--- src/rtl/pipeline_pkg.sv ---
// Purpose: shared sequencer constants (state encoding, default drain length, register-index width).
// Latency: n/a (constants only).
// Backpressure: n/a.
package pipeline_pkg;

    // Sequencer state encoding, kept as plain constants for legacy compatibility
    localparam logic [2:0] IDLE   = 3'd0;
    localparam logic [2:0] RUN    = 3'd1;
    localparam logic [2:0] STEP   = 3'd2;
    localparam logic [2:0] DRAIN  = 3'd3;
    localparam logic [2:0] HALTED = 3'd4;

    // Cycles the back half of the pipeline keeps clocking after HALT reaches EX
    localparam int DRAIN_CYCLES_DEFAULT = 3;

    // Register-file index width
    localparam int REG_W_DEFAULT = 5;

endpackage

--- src/rtl/pipeline_sequencer_hazard_detect.sv ---
// Purpose: load-use stall and taken-branch flush detection for the ID/EX boundary.
// Latency: purely combinational, same cycle.
// Backpressure: none; both outputs are forced low while the sequencer is not executing.
module hazard_detect #(
    parameter int REG_W = 5
) (
    input  logic             active,
    input  logic             ex_memread,
    input  logic             ex_pcsel,
    input  logic [REG_W-1:0] ex_rt,
    input  logic [REG_W-1:0] id_rs,
    input  logic [REG_W-1:0] id_rt,
    output logic             stall,
    output logic             flush
);

    logic loadUse;

    // A load writing r0 never creates a dependency, since r0 is hard-wired to zero
    assign loadUse = ex_memread && (ex_rt != '0) && ((ex_rt == id_rs) || (ex_rt == id_rt));

    // A taken branch flushes the younger instructions anyway, so it masks the stall
    assign flush = active && ex_pcsel;
    assign stall = active && loadUse && !ex_pcsel;

endmodule

--- src/rtl/pipeline_sequencer.sv ---
// Purpose: run/step/halt sequencer for the 5-stage pipeline; generates stage enables and flushes.
// Latency: enables are combinational from registered state; step_done lags its step cycle by one.
// Backpressure: none; debug requests are sampled every cycle, load-use hazards stall IF/ID and PC.
module pipeline_sequencer
    import pipeline_pkg::*;
#(
    parameter int DRAIN_CYCLES = DRAIN_CYCLES_DEFAULT,
    parameter int CNT_W        = 32,
    parameter int REG_W        = REG_W_DEFAULT
) (
    input  logic             clk,
    input  logic             rst,
    input  logic             run_req,
    input  logic             step_req,
    input  logic             brk_req,
    input  logic             halt_instr,
    input  logic             ex_memread,
    input  logic [REG_W-1:0] ex_rt,
    input  logic [REG_W-1:0] id_rs,
    input  logic [REG_W-1:0] id_rt,
    input  logic             ex_pcsel,
    output logic             stage_en,
    output logic             pc_en,
    output logic             ifid_en,
    output logic             ifid_flush,
    output logic             idex_flush,
    output logic             halted,
    output logic             step_done,
    output logic [CNT_W-1:0] cycle_cnt
);

    localparam int DCNT_W = (DRAIN_CYCLES > 1) ? $clog2(DRAIN_CYCLES) : 1;
    localparam logic [DCNT_W-1:0] DRAIN_LOAD = DCNT_W'(DRAIN_CYCLES - 1);

    logic [2:0]        stateQ;
    logic [2:0]        stateD;
    logic [DCNT_W-1:0] drainQ;
    logic [DCNT_W-1:0] drainD;
    logic [CNT_W-1:0]  cycleCnt;
    logic              stepDoneQ;
    logic              active;
    logic              draining;
    logic              stall;
    logic              branchFlush;

    assign active   = (stateQ == RUN) || (stateQ == STEP);
    assign draining = (stateQ == DRAIN);

    hazard_detect #(
        .REG_W (REG_W)
    ) uHazard (
        .active     (active),
        .ex_memread (ex_memread),
        .ex_pcsel   (ex_pcsel),
        .ex_rt      (ex_rt),
        .id_rs      (id_rs),
        .id_rt      (id_rt),
        .stall      (stall),
        .flush      (branchFlush)
    );

    // Enables derive from registered state only, so an async reset drops them at once.
    // While draining, the front end is frozen and fed bubbles so nothing new enters.
    assign stage_en   = active || draining;
    assign pc_en      = active && !stall;
    assign ifid_en    = active && !stall;
    assign ifid_flush = draining || branchFlush;
    assign idex_flush = draining || branchFlush || stall;
    assign halted     = (stateQ == HALTED);
    assign step_done  = stepDoneQ;
    assign cycle_cnt  = cycleCnt;

    // Next-state and drain-counter logic; halt outranks break, run outranks step
    always_comb begin
        stateD = stateQ;
        drainD = drainQ;
        case (stateQ)
            IDLE: begin
                if (run_req) begin
                    stateD = RUN;
                end else if (step_req) begin
                    stateD = STEP;
                end
            end
            RUN: begin
                if (halt_instr) begin
                    stateD = DRAIN;
                    drainD = DRAIN_LOAD;
                end else if (brk_req) begin
                    stateD = IDLE;
                end
            end
            STEP: begin
                if (halt_instr) begin
                    stateD = DRAIN;
                    drainD = DRAIN_LOAD;
                end else begin
                    stateD = IDLE;
                end
            end
            DRAIN: begin
                if (drainQ == '0) begin
                    stateD = HALTED;
                end else begin
                    drainD = drainQ - 1'b1;
                end
            end
            HALTED: stateD = HALTED;
            default: stateD = IDLE;
        endcase
    end

    // State, drain counter and step completion pulse
    always_ff @(posedge clk or posedge rst) begin
        if (rst) begin
            stateQ    <= IDLE;
            drainQ    <= '0;
            stepDoneQ <= 1'b0;
        end else begin
            stateQ    <= stateD;
            drainQ    <= drainD;
            stepDoneQ <= (stateQ == STEP) && !halt_instr;
        end
    end

    // Executed-cycle counter for debug readout; sticks at all-ones rather than wrapping
    always_ff @(posedge clk or posedge rst) begin
        if (rst) begin
            cycleCnt <= '0;
        end else if (stage_en && (cycleCnt != '1)) begin
            cycleCnt <= cycleCnt + CNT_W'(1);
        end
    end

endmodule
--- config.mk ---
export PLATFORM = sky130hd
export DESIGN_NAME = pipeline_sequencer
export DESIGN_NICKNAME = d
export VERILOG_FILES = /design/src/rtl/pipeline_pkg.sv /design/src/rtl/pipeline_sequencer_hazard_detect.sv /design/src/rtl/pipeline_sequencer.sv
export SDC_FILE = /design/constraint.sdc
export NUM_CORES = 1
export LEC_CHECK = 0
export CAP_MARGIN = 20
export CORE_ASPECT_RATIO = 1.1
export CORE_MARGIN = 10
export CORE_UTILIZATION = 47
export DETAILED_ROUTE_END_ITERATION = 6
export PLACE_DENSITY_LB_ADDON = 0.12
export SLEW_MARGIN = 10
export SYNTH_ARGS = -nofsm -noshare
export SYNTH_HDL_FRONTEND = slang
export SYNTH_SLANG_ARGS = --single-unit
--- constraint.sdc ---
create_clock -name clk -period 2.9 [get_ports clk]
set_clock_uncertainty 0.05 [all_clocks]
set_input_delay 0.435 -clock clk [delete_from_list [all_inputs] [get_ports clk]]
set_output_delay 0.435 -clock clk [all_outputs]
set_load 0.02 [all_outputs]
==> impl_metrics.json <==
{
  "cts_sinks": 38,
  "finalInstanceArea_um2": 2880,
  "ys_ff_latch": 38,
  "synth_cells": 203,
  "synth_compound_area_share_pct": 7.56,
  "routed_wirelength_um": 4870,
  "vias": 1699,
  "instances_no_fill": 326,
  "via_per_inst": 5.21,
  "fp.dieW_um": 83.5,
  "slowest_delay_ns": 0.53,
  "die_y_um": 89.8,
  "required_ns": 2.41,
  "firstDrtPassIters": 4,
  "rr_worst_depth": 6,
  "yosys_warnings": 0,
  "p_leak_nw": 1.19,
  "worstHoldEndpoint": "cycle_cnt[31]",
  "grt_pass1_wl_um": 8530,
  "avgSynthCellArea_um2": 10.3,
  "worst_slew_margin_rel_pct": 49.8,
  "detail-route-antenna-nets": 0,
  "drc_errors": 0,
  "yosysUniqueCellTypes": 43,
  "placed_cell_area_um2": 2770,
  "hp-class": "register to register",
  "syn_area_um2": 2080,
  "endpoint_kind": "output pin",
  "holdPathStages": 1,
  "ir_drop_uv": 570,
  "grt_start_max_net_pins": 39,
  "rows": 25,
  "grt_overflow": 0,
  "synth_simple_gate_area_share_pct": 24.4,
  "rsz0062_at_grt": "false",
  "cts_tree": "built",
  "path_max_fanout": 2,
  "cts-root-buf": "clkbuf_8",
  "criticalPathCategory": "input pin to output pin",
  "syn-num-nets": 228,
  "post-dp-hpwl_um": 3770,
  "regToRegStartpoint": "cycle_cnt[0]",
  "post_cts_resized": 0,
  "placedCellCount": 318,
  "ios": 62,
  "hp-start": "cycle_cnt[31]",
  "fin_tns_setup_ns": 0,
  "syn2layout_area_growth_pct": 38.0,
  "synthAdderAreaFrac_pct": 1.20,
  "num_antenna_cells": 0,
  "finalNetCount": 296,
  "reg2reg_setup_slack_ns": 0.64,
  "r2r_end": "cycle_cnt[19]",
  "htree_levels": 2,
  "placement.io_buffers": 61,
  "synth-seq-area-share_pct": 45.6,
  "finalMaxSlewViolations": 0,
  "clockBufferDepth": 2,
  "status": "finished, final reports clean",
  "start_util_pct": 48.6,
  "worstSkewPairLatency_ns": 0.29,
  "synth_xor_area_share_pct": 17.2,
  "cp.arrival_ns": 1.99,
  "start_kind": "input pin",
  "finalSetupViolations": 0,
  "place.gp.congestion": 0.734,
  "muxShareOfSynthArea_pct": 1.08,
  "postCtsHoldBufs": 0,
  "maxCapViolations": 0,
  "hold_viol": 0,
  "path_delay_family": "simple AND/OR/NAND/NOR gates",
  "p_per_area_nw_per_um2": 682,
  "routedWlPerCell_um": 14.9,
  "worst_pin_slew_ns": 0.747,
  "numCtsBuffers": 5,
  "clkTransAtPathRegs_ns": 0.07,
  "fp.coreArea_um2": 4290,
  "die-area_um2": 7500,
  "grt_pass1_vias": 1807,
  "track_usage_pct": 13.1,
  "post-route-period-util_pct": 85.3,
  "critPathBufInv": 2,
  "fmax_mhz": 404,
  "slowest_stage": "or4_1",
  "post-cts-setup-buffers": 0,
  "dr.first_iter.drc_count": 75,
  "synth_top_family_by_area": "simple AND/OR/NAND/NOR gates",
  "cp_cell_sequence": "clkdlybuf4s50_1 -> or4_1 -> nor2_1 -> nor4b_1 -> a21oi_1 -> dlymetal6s2s_1",
  "antenna_found_initial": 0,
  "period_minus_slack_ns": 2.47,
  "drive_above_1_share_pct": 11.0
}
worst max path at each step:
stage / end / start / slack, ns / depth (start not counted)
2_1_floorplan: pc_en / ex_rt[0] / 0.69 / 5
3_3_place_gp: ifid_en / ex_rt[0] / 0.06 / 6
3_5_place_dp: pc_en / ex_rt[3] / 0.01 / 6
4_1_cts: pc_en / ex_rt[3] / 0.01 / 6
5_1_grt: ifid_en / ex_rt[0] / 0.31 / 6
6_report: ifid_en / ex_rt[3] / 0.43 / 6
state kept, by name, indices dropped and copies added, names as in the netlist:
register   count
cycle_cnt     32
drainQ         2
step_done      1
stateQ         3
power breakdown:
part / switching, mW / internal [mW]
clock network: 0.189 / 0.191
logic: 0.452 / 0.422
registers: 0.0904 / 0.616
total: 0.732 / 1.23
routing by layer:
metal | wire [um] | up-vias | share of wire [%] | global-route usage [%]
li1 | - | 865 | - | -
met1 | 2090 | 783 | 43 | 15.1
met2 | 2250 | 46 | 46 | 21.0
met3 | 503 | 5 | 10 | 6.86
met4 | 27 | 0 | 0.55 | 2.93
met5 | 0 | - | 0 | 0
metrics by stage:
| step | hold slack, ns | power [mW] | worst slack (ns) | utilization [%] |
|---|---|---|---|---|
| after detailed placement | 0.439 | 1.61 | 0.0121 | 64.6 |
| after global routing | 0.480 | 2.10 | 0.309 | 67.1 |
| after floorplan | 0.456 | 1.26 | 0.686 | - |
| after CTS | 0.453 | 1.99 | 0.0126 | 66.8 |
| after global placement | 0.432 | 1.60 | 0.0592 | 64.6 |
| final | 0.444 | 1.96 | 0.426 | 67.1 |
synthesized netlist by cell type:
cell       instances  area, um2
clkbuf_1           3       11.3
and2_1             1       6.26
nor3_1             7       35.0
xnor2_1           33        289
and4_4             1       11.3
o22ai_1            1       6.26
nor4b_1            1       8.76
mux2_2             2       22.5
a21o_1             1       7.51
nor2_1             8       30.0
nor4_1             2       12.5
nand4b_1           1       8.76
nor2b_1            1       6.26
o21ba_2            1       10.0
buf_4              1       7.51
ha_1               2       25.0
nand2_1           16       60.1
inv_1              4       15.0
nand4_1           12       75.1
or4_1              1       7.51
and4_2             2       20.0
and3_1             6       37.5
a21oi_1            5       25.0
and3_2             3       22.5
or2_2              1       6.26
a2111oi_4          1       27.5
a211oi_2           1       12.5
dfrtp_1           38        951
nor4_4             1       21.3
o21ai_0            4       20.0
xor2_1             8       70.1
a311o_1            1       10.0
buf_2              1       5.00
and2_2             1       7.51
o21a_1             1       7.51
nand2b_1           3       18.8
buf_6              2       22.5
nand3_1           19       95.1
a221oi_1           1       8.76
o21bai_1           1       7.51
a22oi_1            1       7.51
o31ai_1            1       7.51
and4_1             2       17.5
worst reg2reg max path: cells and delay by family (launching register included):
family | cells | cell delay [ns]
and+or+nand+nor | 3 | 0.70
AOI/OAI and AO/OA | 1 | 0.59
DFF | 1 | 0.44
adders and majority gates | 1 | 0.24
xor gates and xnor gates | 1 | 0.15
layout by cell type, fill, tap and decap left out, types with 7 or more instances in the layout:
| cell | synthesis | routed |
|---|---|---|
| buf_4 | 1 | 7 |
| clkdlybuf4s50_1 | 0 | 58 |
| dfrtp_1 | 38 | 38 |
| nand2_1 | 16 | 16 |
| nand3_1 | 19 | 19 |
| nand4_1 | 12 | 12 |
| nor2_1 | 8 | 8 |
| nor3_1 | 7 | 7 |
| xnor2_1 | 33 | 33 |
| xor2_1 | 8 | 8 |
kinds of logic after synthesis:
logic type               after synthesis
adder cells (fa/ha/maj)                2
AND/OR/NAND/NOR                       89
AO/OA/AOI/OAI                         20
flip-flops                            38
XOR/XNOR                              41
multiplexers                           2
buffers and inverters                 11
cell type report:
cell class              count  area, um2
clock inverters             2       12.5
repair buffers             68        671
well taps                  54       67.6
multi-input cells         154       1080
clock buffers               6       82.6
flip-flops and latches     38        951
fillers                   343       1410
inverters                   4       15.0
(Power assumes the default switching activity.)
